`src/rtl/mg_cpa_pipe.sv`:
```
// Segmented, pipelined carry-propagate adder with valid/ready stream handshake.
// Optional carry-in port is enabled by defining MG_CPA_PIPE_CIN_EN.
module mg_cpa_pipe #(
    parameter int WIDTH = 14,
    parameter int SEG   = 4
) (
    input  logic             clk,
    input  logic             rst,
    input  logic             in_valid,
    output logic             in_ready,
    input  logic [WIDTH-1:0] a,
    input  logic [WIDTH-1:0] b,
`ifdef MG_CPA_PIPE_CIN_EN
    input  logic             cin,
`endif
    output logic             out_valid,
    input  logic             out_ready,
    output logic [WIDTH-1:0] sum,
    output logic             cout
);

    localparam int STAGES = (WIDTH + SEG - 1) / SEG;

    logic w_adv;
    logic w_out_vld;

    assign w_out_vld = g_st[STAGES-1].r_vld_p;
    assign w_adv     = ~w_out_vld | out_ready;
    assign in_ready  = w_adv;

    for (genvar k = 0; k < STAGES; k++) begin : g_st
        localparam int LO = k * SEG;
        localparam int HI = ((k + 1) * SEG < WIDTH) ? (k + 1) * SEG - 1 : WIDTH - 1;
        localparam int SW = HI - LO + 1;

        logic [WIDTH-1:LO] w_a_in;
        logic [WIDTH-1:LO] w_b_in;
        logic              w_c_in;
        logic              w_v_in;
        logic [SW:0]       w_add;
        logic [HI:0]       w_sum_nx;

        logic [HI:0]       r_sum_p;
        logic              r_c_p;
        logic              r_vld_p;

        if (k == 0) begin : g_head
            assign w_a_in = a;
            assign w_b_in = b;
`ifdef MG_CPA_PIPE_CIN_EN
            assign w_c_in = cin;
`else
            assign w_c_in = 1'b0;
`endif
            assign w_v_in   = in_valid;
            assign w_sum_nx = w_add[SW-1:0];
        end else begin : g_body
            // Upper operand bits arrive skewed by k registers; lower sum bits ride along.
            assign w_a_in   = g_st[k-1].g_fwd.r_a_p;
            assign w_b_in   = g_st[k-1].g_fwd.r_b_p;
            assign w_c_in   = g_st[k-1].r_c_p;
            assign w_v_in   = g_st[k-1].r_vld_p;
            assign w_sum_nx = {w_add[SW-1:0], g_st[k-1].r_sum_p};
        end

        assign w_add = {1'b0, w_a_in[HI:LO]} + {1'b0, w_b_in[HI:LO]} + {{SW{1'b0}}, w_c_in};

        // Stage k boundary: segment sum, carry and valid
        always_ff @(posedge clk or posedge rst) begin
            if (rst) begin
                r_sum_p <= '0;
                r_c_p   <= 1'b0;
                r_vld_p <= 1'b0;
            end else if (w_adv) begin
                r_sum_p <= w_sum_nx;
                r_c_p   <= w_add[SW];
                r_vld_p <= w_v_in;
            end
        end

        if (HI < WIDTH - 1) begin : g_fwd
            logic [WIDTH-1:HI+1] r_a_p;
            logic [WIDTH-1:HI+1] r_b_p;

            always_ff @(posedge clk) begin
                if (w_adv) begin
                    r_a_p <= w_a_in[WIDTH-1:HI+1];
                    r_b_p <= w_b_in[WIDTH-1:HI+1];
                end
            end
        end
    end

    assign out_valid = w_out_vld;
    assign sum       = g_st[STAGES-1].r_sum_p;
    assign cout      = g_st[STAGES-1].r_c_p;

endmodule

```
`config.mk`:
```
export PLATFORM = sky130hd
export DESIGN_NAME = mg_cpa_pipe
export DESIGN_NICKNAME = d
export VERILOG_FILES = /design/src/rtl/mg_cpa_pipe.sv
export SDC_FILE = /design/constraint.sdc
export NUM_CORES = 1
export LEC_CHECK = 0
export ABC_AREA = 0
export CORE_MARGIN = 2
export CORE_UTILIZATION = 50
export DETAILED_ROUTE_END_ITERATION = 10
export PLACE_DENSITY = 0.75
export SYNTH_ARGS = -nofsm -noshare
export SYNTH_HDL_FRONTEND = slang
export SYNTH_SLANG_ARGS = --single-unit
```
`constraint.sdc`:
```
create_clock -name clk -period 3.7 [get_ports clk]
set_input_delay 0.37 -clock clk [delete_from_list [all_inputs] [get_ports clk]]
set_output_delay 0.37 -clock clk [all_outputs]
set_load 0.01 [all_outputs]
```
* Word-level counts from Yosys, hierarchy flattened *
Cells that the tools add are included.

operators by class
  $add $sub $neg = 7
  bitwise gates (word level) = 2

operators by type and width
  kind           number
  $add A4 B4 Y5  3
  $add A5 B1 Y5  2
  $add A2 B2 Y3  1
  $add A3 B1 Y3  1
  $not A1 Y1     1
  $or A1 B1 Y1   1

word-level totals
  register bits after elaboration = 82
  input port bits = 32
  output and inout port bits = 17

* Longest topological paths before layout *
  depth in word-level cells = 2
  mapped depth = 7
  gate-level depth less buffers = 6

* Worst setup path before layout *
Ideal clock, no wire load.

  path type = register -> register
  start = reg g_st[1].r_c_p
  end = reg g_st[2].r_c_p
  clock period less this slack = 1.796 ns
  data required time = 3.573 ns
  arrival time = 1.669 ns
  cell stages (with the launch flop) = 6
  setup slack = 1.904 ns
  path buffers = 0
  setup time = 0.127 ns
  path through = dfrtp_1 fa_1 fa_1 a21o_1 a211oi_1 a21oi_1

between the ends
  word-level cells in the longest chain between the ends = 1

RTL lines
  what                    line  RTL
  from (decl)             44    logic r_c_p;
  from (signal assigned)  76    r_c_p <= w_add[SW];
  $add A5 B1 Y5           66    assign w_add = {1'b0, w_a_in[HI:LO]} + {1'b0, w_b_in[HI:LO]} + {{SW{1'b0}}, w_c_in};
  to (signal assigned)    76
  to (decl)               44

Every way passes these cells.
A chain may end at the register's enable or synchronous reset.

* Final worst setup path *
  start = in out_ready
  end = out in_ready

between the ends
  word-level cells in the longest chain between the ends = 1

RTL lines
  what          line  RTL
  from (decl)   17    input logic out_ready,
  $or A1 B1 Y1  28    assign w_adv = ~w_out_vld | out_ready;
  to (decl)     10    output logic in_ready,

Every way passes these cells.

==> results.md <==
- Status: finished, final reports clean
- Pwr per Cell Area: between 700 and 800 nW/µm²
- Die W: 84.5 µm
- Residual DRC count: 0
- Synthesized area per cell: between 10 and 15 µm²
- Vias in the first global route: a little under 2,000
- Synthesized flop and latch total: 82
- Area contributors post-synth: dfrtp_1 36%, edfxtp_1 33%, nand2_1 11%
- Setup TNS Final: 0 ns
- Clock transition at the registers of the reported paths: 0.08 ns
- Kind of critical path: in -> out
- Crit path to: in_ready
- 1st-iter DRT viols: approximately 150
- CP Data Required Time: 3.33 ns
- Worst skew pair latency: 0.34 ns
- Leakage: between 1.5 and 2 nW
- Yosys top cell by area: dfrtp_1
- Setup ws final: 1.75 ns
- CORE AREA: roughly 6300 µm²
- Initial antenna violation count: 0
- Final wirelength: 4.86 mm
- Peak Freq: approximately 0.5 GHz
- CP Capture Type: output pin
- Maximum vdd drop: 0.399 mV
- Final min period: 1.95 ns
- Placed cell areas: about 3800 µm²
- Yosys cell types: 20
- Post-synthesis cell area: 3240 µm²
- Post-DRT Antenna Nets: 0
- Post-route insts no fill: around 400
- Vias: ~1,900
- Yosys warns: 0
- Synth Instances: 264
- I/O pin count: ~50
- Drt pass-1 iters: 4
- Final Slew Violations: 0
- Routed WL per cell: roughly 12 µm
- Max-Cap Viols: 0
- Die H: roughly 84 µm
- FF/Latch Area: 2230 µm²
- Die area: 7140 µm²
- Top-area cell type share of the netlist area: between 30% and 40%
- Setup crit start: out_ready
- Setup crit start kind: input pin
- H-tree levels: 3
- Post-Syn Nets: approximately 310
- Area Overhead vs Synth: 21.8%
- Final hold vios: 0
- CTS Root Cell: clkbuf_8
- Gr usage total: between 10% and 20%
- Quantity of gates resized following cts: 0
- Capture point of the worst reg-to-reg path: g_st[2].r_c_p
- CTS Hold Bufs: 0
- Final-report setup violation count: 0
- CTS sink count: slightly above 80
- CTS Buf Count: 9
- HPWL Detailed: 3.25 mm
- Setup Skew: between 0.005 and 0.006 ns
- Largest net degree at the start of global routing: between 80 and 90
- CTS tree: done
- Final Wtd Congestion: 0.759
- Period utilization: 52.8%
- Relative slew slack: a little under 40%
- CP max FO: 2
- Post-CTS setup buffers: 0
- Clock Tree Buf Depth: 2
- Core Util, Final: between 60% and 70%
- RSZ-0062 raised after global routing: false
- Gr ovfl total: 0
- Crit Reg-Reg Startpoint: g_st[1].r_c_p
- R2r worst-path depth: 5
- I/O Buffers: 48
- Via density: slightly below 5
- Hold crit path type: reg -> reg
- Dpl cells: around 380
- Share of cells above drive strength 1: roughly 6.6%
- First-pass GRT wire length: 8.47 mm
- Effective utilization at floorplan: 51.3%
- Sequential-to-total area share from yosys stat: 68.9%
- Reg-to-reg slack, setup: approximately 1.8 ns
- Slew at the pin closest to its max-slew limit: about 0.91 ns
- Diode count: 0
- Crit path arrival time: 1.58 ns
- Area of the multi-input gates: roughly 890 µm²
- Pre-CTS setup slack: approximately 1.6 ns
- Post-route cell area: about 3900 µm²
- Final #Nets: ~360
- Layout fillers: approximately 520
- Rows: 29
[sequential cells by signal, indices dropped and copies added (netlist names)]
register,flops
g_st.r_sum_p,24
g_st.g_fwd.r_a_p,18
g_st.g_fwd.r_b_p,18
sum,14
g_st.r_c_p,3
g_st.r_vld_p,3
cout,1
out_valid,1
[per-layer routing]
metal | part of all wire (%) | GRT usage [%]
met5 | 0 | 0
met4 | 3.1 | 9.24
met3 | 4.0 | 3.34
met2 | 48 | 25.0
met1 | 45 | 19.1
[kinds of logic after synthesis]
kind of cell	synth area share, %
AND/OR/NAND/NOR	13.4
adder cells (fa/ha/maj)	8.19
XOR/XNOR	1.62
AO/OA/AOI/OAI	4.10
buffers and inverters	3.79
flip-flops	68.9
[area by class of cell]
cell class	count	area share, %
clock buffer	9	3.14
clock inverter	7	1.40
inverter	13	1.30
multi-input combinational	159	22.5
sequential	82	56.6
tap	77	2.44
timing repair buffer	50	12.6
[how the worst min path moves through the flow]
stage | from | end | slack [ns] | depth (start not counted)
6_report | g_st[0].g_fwd.r_b_p[8] | g_st[1].g_fwd.r_b_p[8] | 0.42 | 0
5_1_grt | g_st[0].g_fwd.r_b_p[10] | g_st[1].g_fwd.r_b_p[10] | 0.43 | 0
4_1_cts | g_st[0].g_fwd.r_b_p[8] | g_st[1].g_fwd.r_b_p[8] | 0.42 | 0
3_5_place_dp | g_st[0].g_fwd.r_a_p[11] | g_st[1].g_fwd.r_a_p[11] | 0.40 | 0
3_3_place_gp | g_st[1].g_fwd.r_b_p[13] | g_st[2].g_fwd.r_b_p[13] | 0.40 | 0
2_1_floorplan | g_st[0].g_fwd.r_a_p[10] | g_st[1].g_fwd.r_a_p[10] | 0.40 | 0
[cells in the mapped netlist]
master	instances
a21o_1	4
nor2b_1	2
edfxtp_1	36
buf_6	3
ha_1	10
buf_4	1
nor2b_2	1
a211oi_1	1
dfrtp_1	46
nor2_1	11
buf_2	6
inv_1	12
a21oi_1	13
xor2_1	5
xnor2_1	1
o21ai_0	6
inv_4	1
fa_1	7
nand2b_1	1
nand2_1	97
[power by group]
group / internal (W) / switching [W]
sequential: 0.00133 / 0.000159
clock: 0.000247 / 0.000320
combinational: 0.000419 / 0.000457
[placed cells by master, fill, tap and decap left out]
master and n:
nand2_1 97, clkdlybuf4s50_1 48, dfrtp_1 46, edfxtp_1 36, a21oi_1 13, nor2_1 11
inv_1 11, ha_1 10, clkbuf_8 9, fa_1 7, o21ai_0 6, xor2_1 5
a21o_1 4, clkinv_4 3, nor2b_1 2, clkinvlp_4 2, buf_4 2, nor2b_4 1
inv_4 1, xnor2_1 1, inv_2 1, nand2b_1 1, a211oi_1 1, clkinvlp_2 1
inv_6 1
[critical path, stage by stage]
cell and delay (ns):
clkdlybuf4s50_1 0.50, nor2b_4 0.06, inv_4 0.05, clkdlybuf4s50_1 0.60
[stage by stage]
step,total power (W),hold WS [ns]
2_1_floorplan,0.00205,0.400
3_3_place_gp,0.00235,0.401
3_5_place_dp,0.00240,0.405
4_1_cts,0.00297,0.425
5_1_grt,0.00317,0.431
6_report,0.00293,0.423
Power figures use the tool's default switching activity.
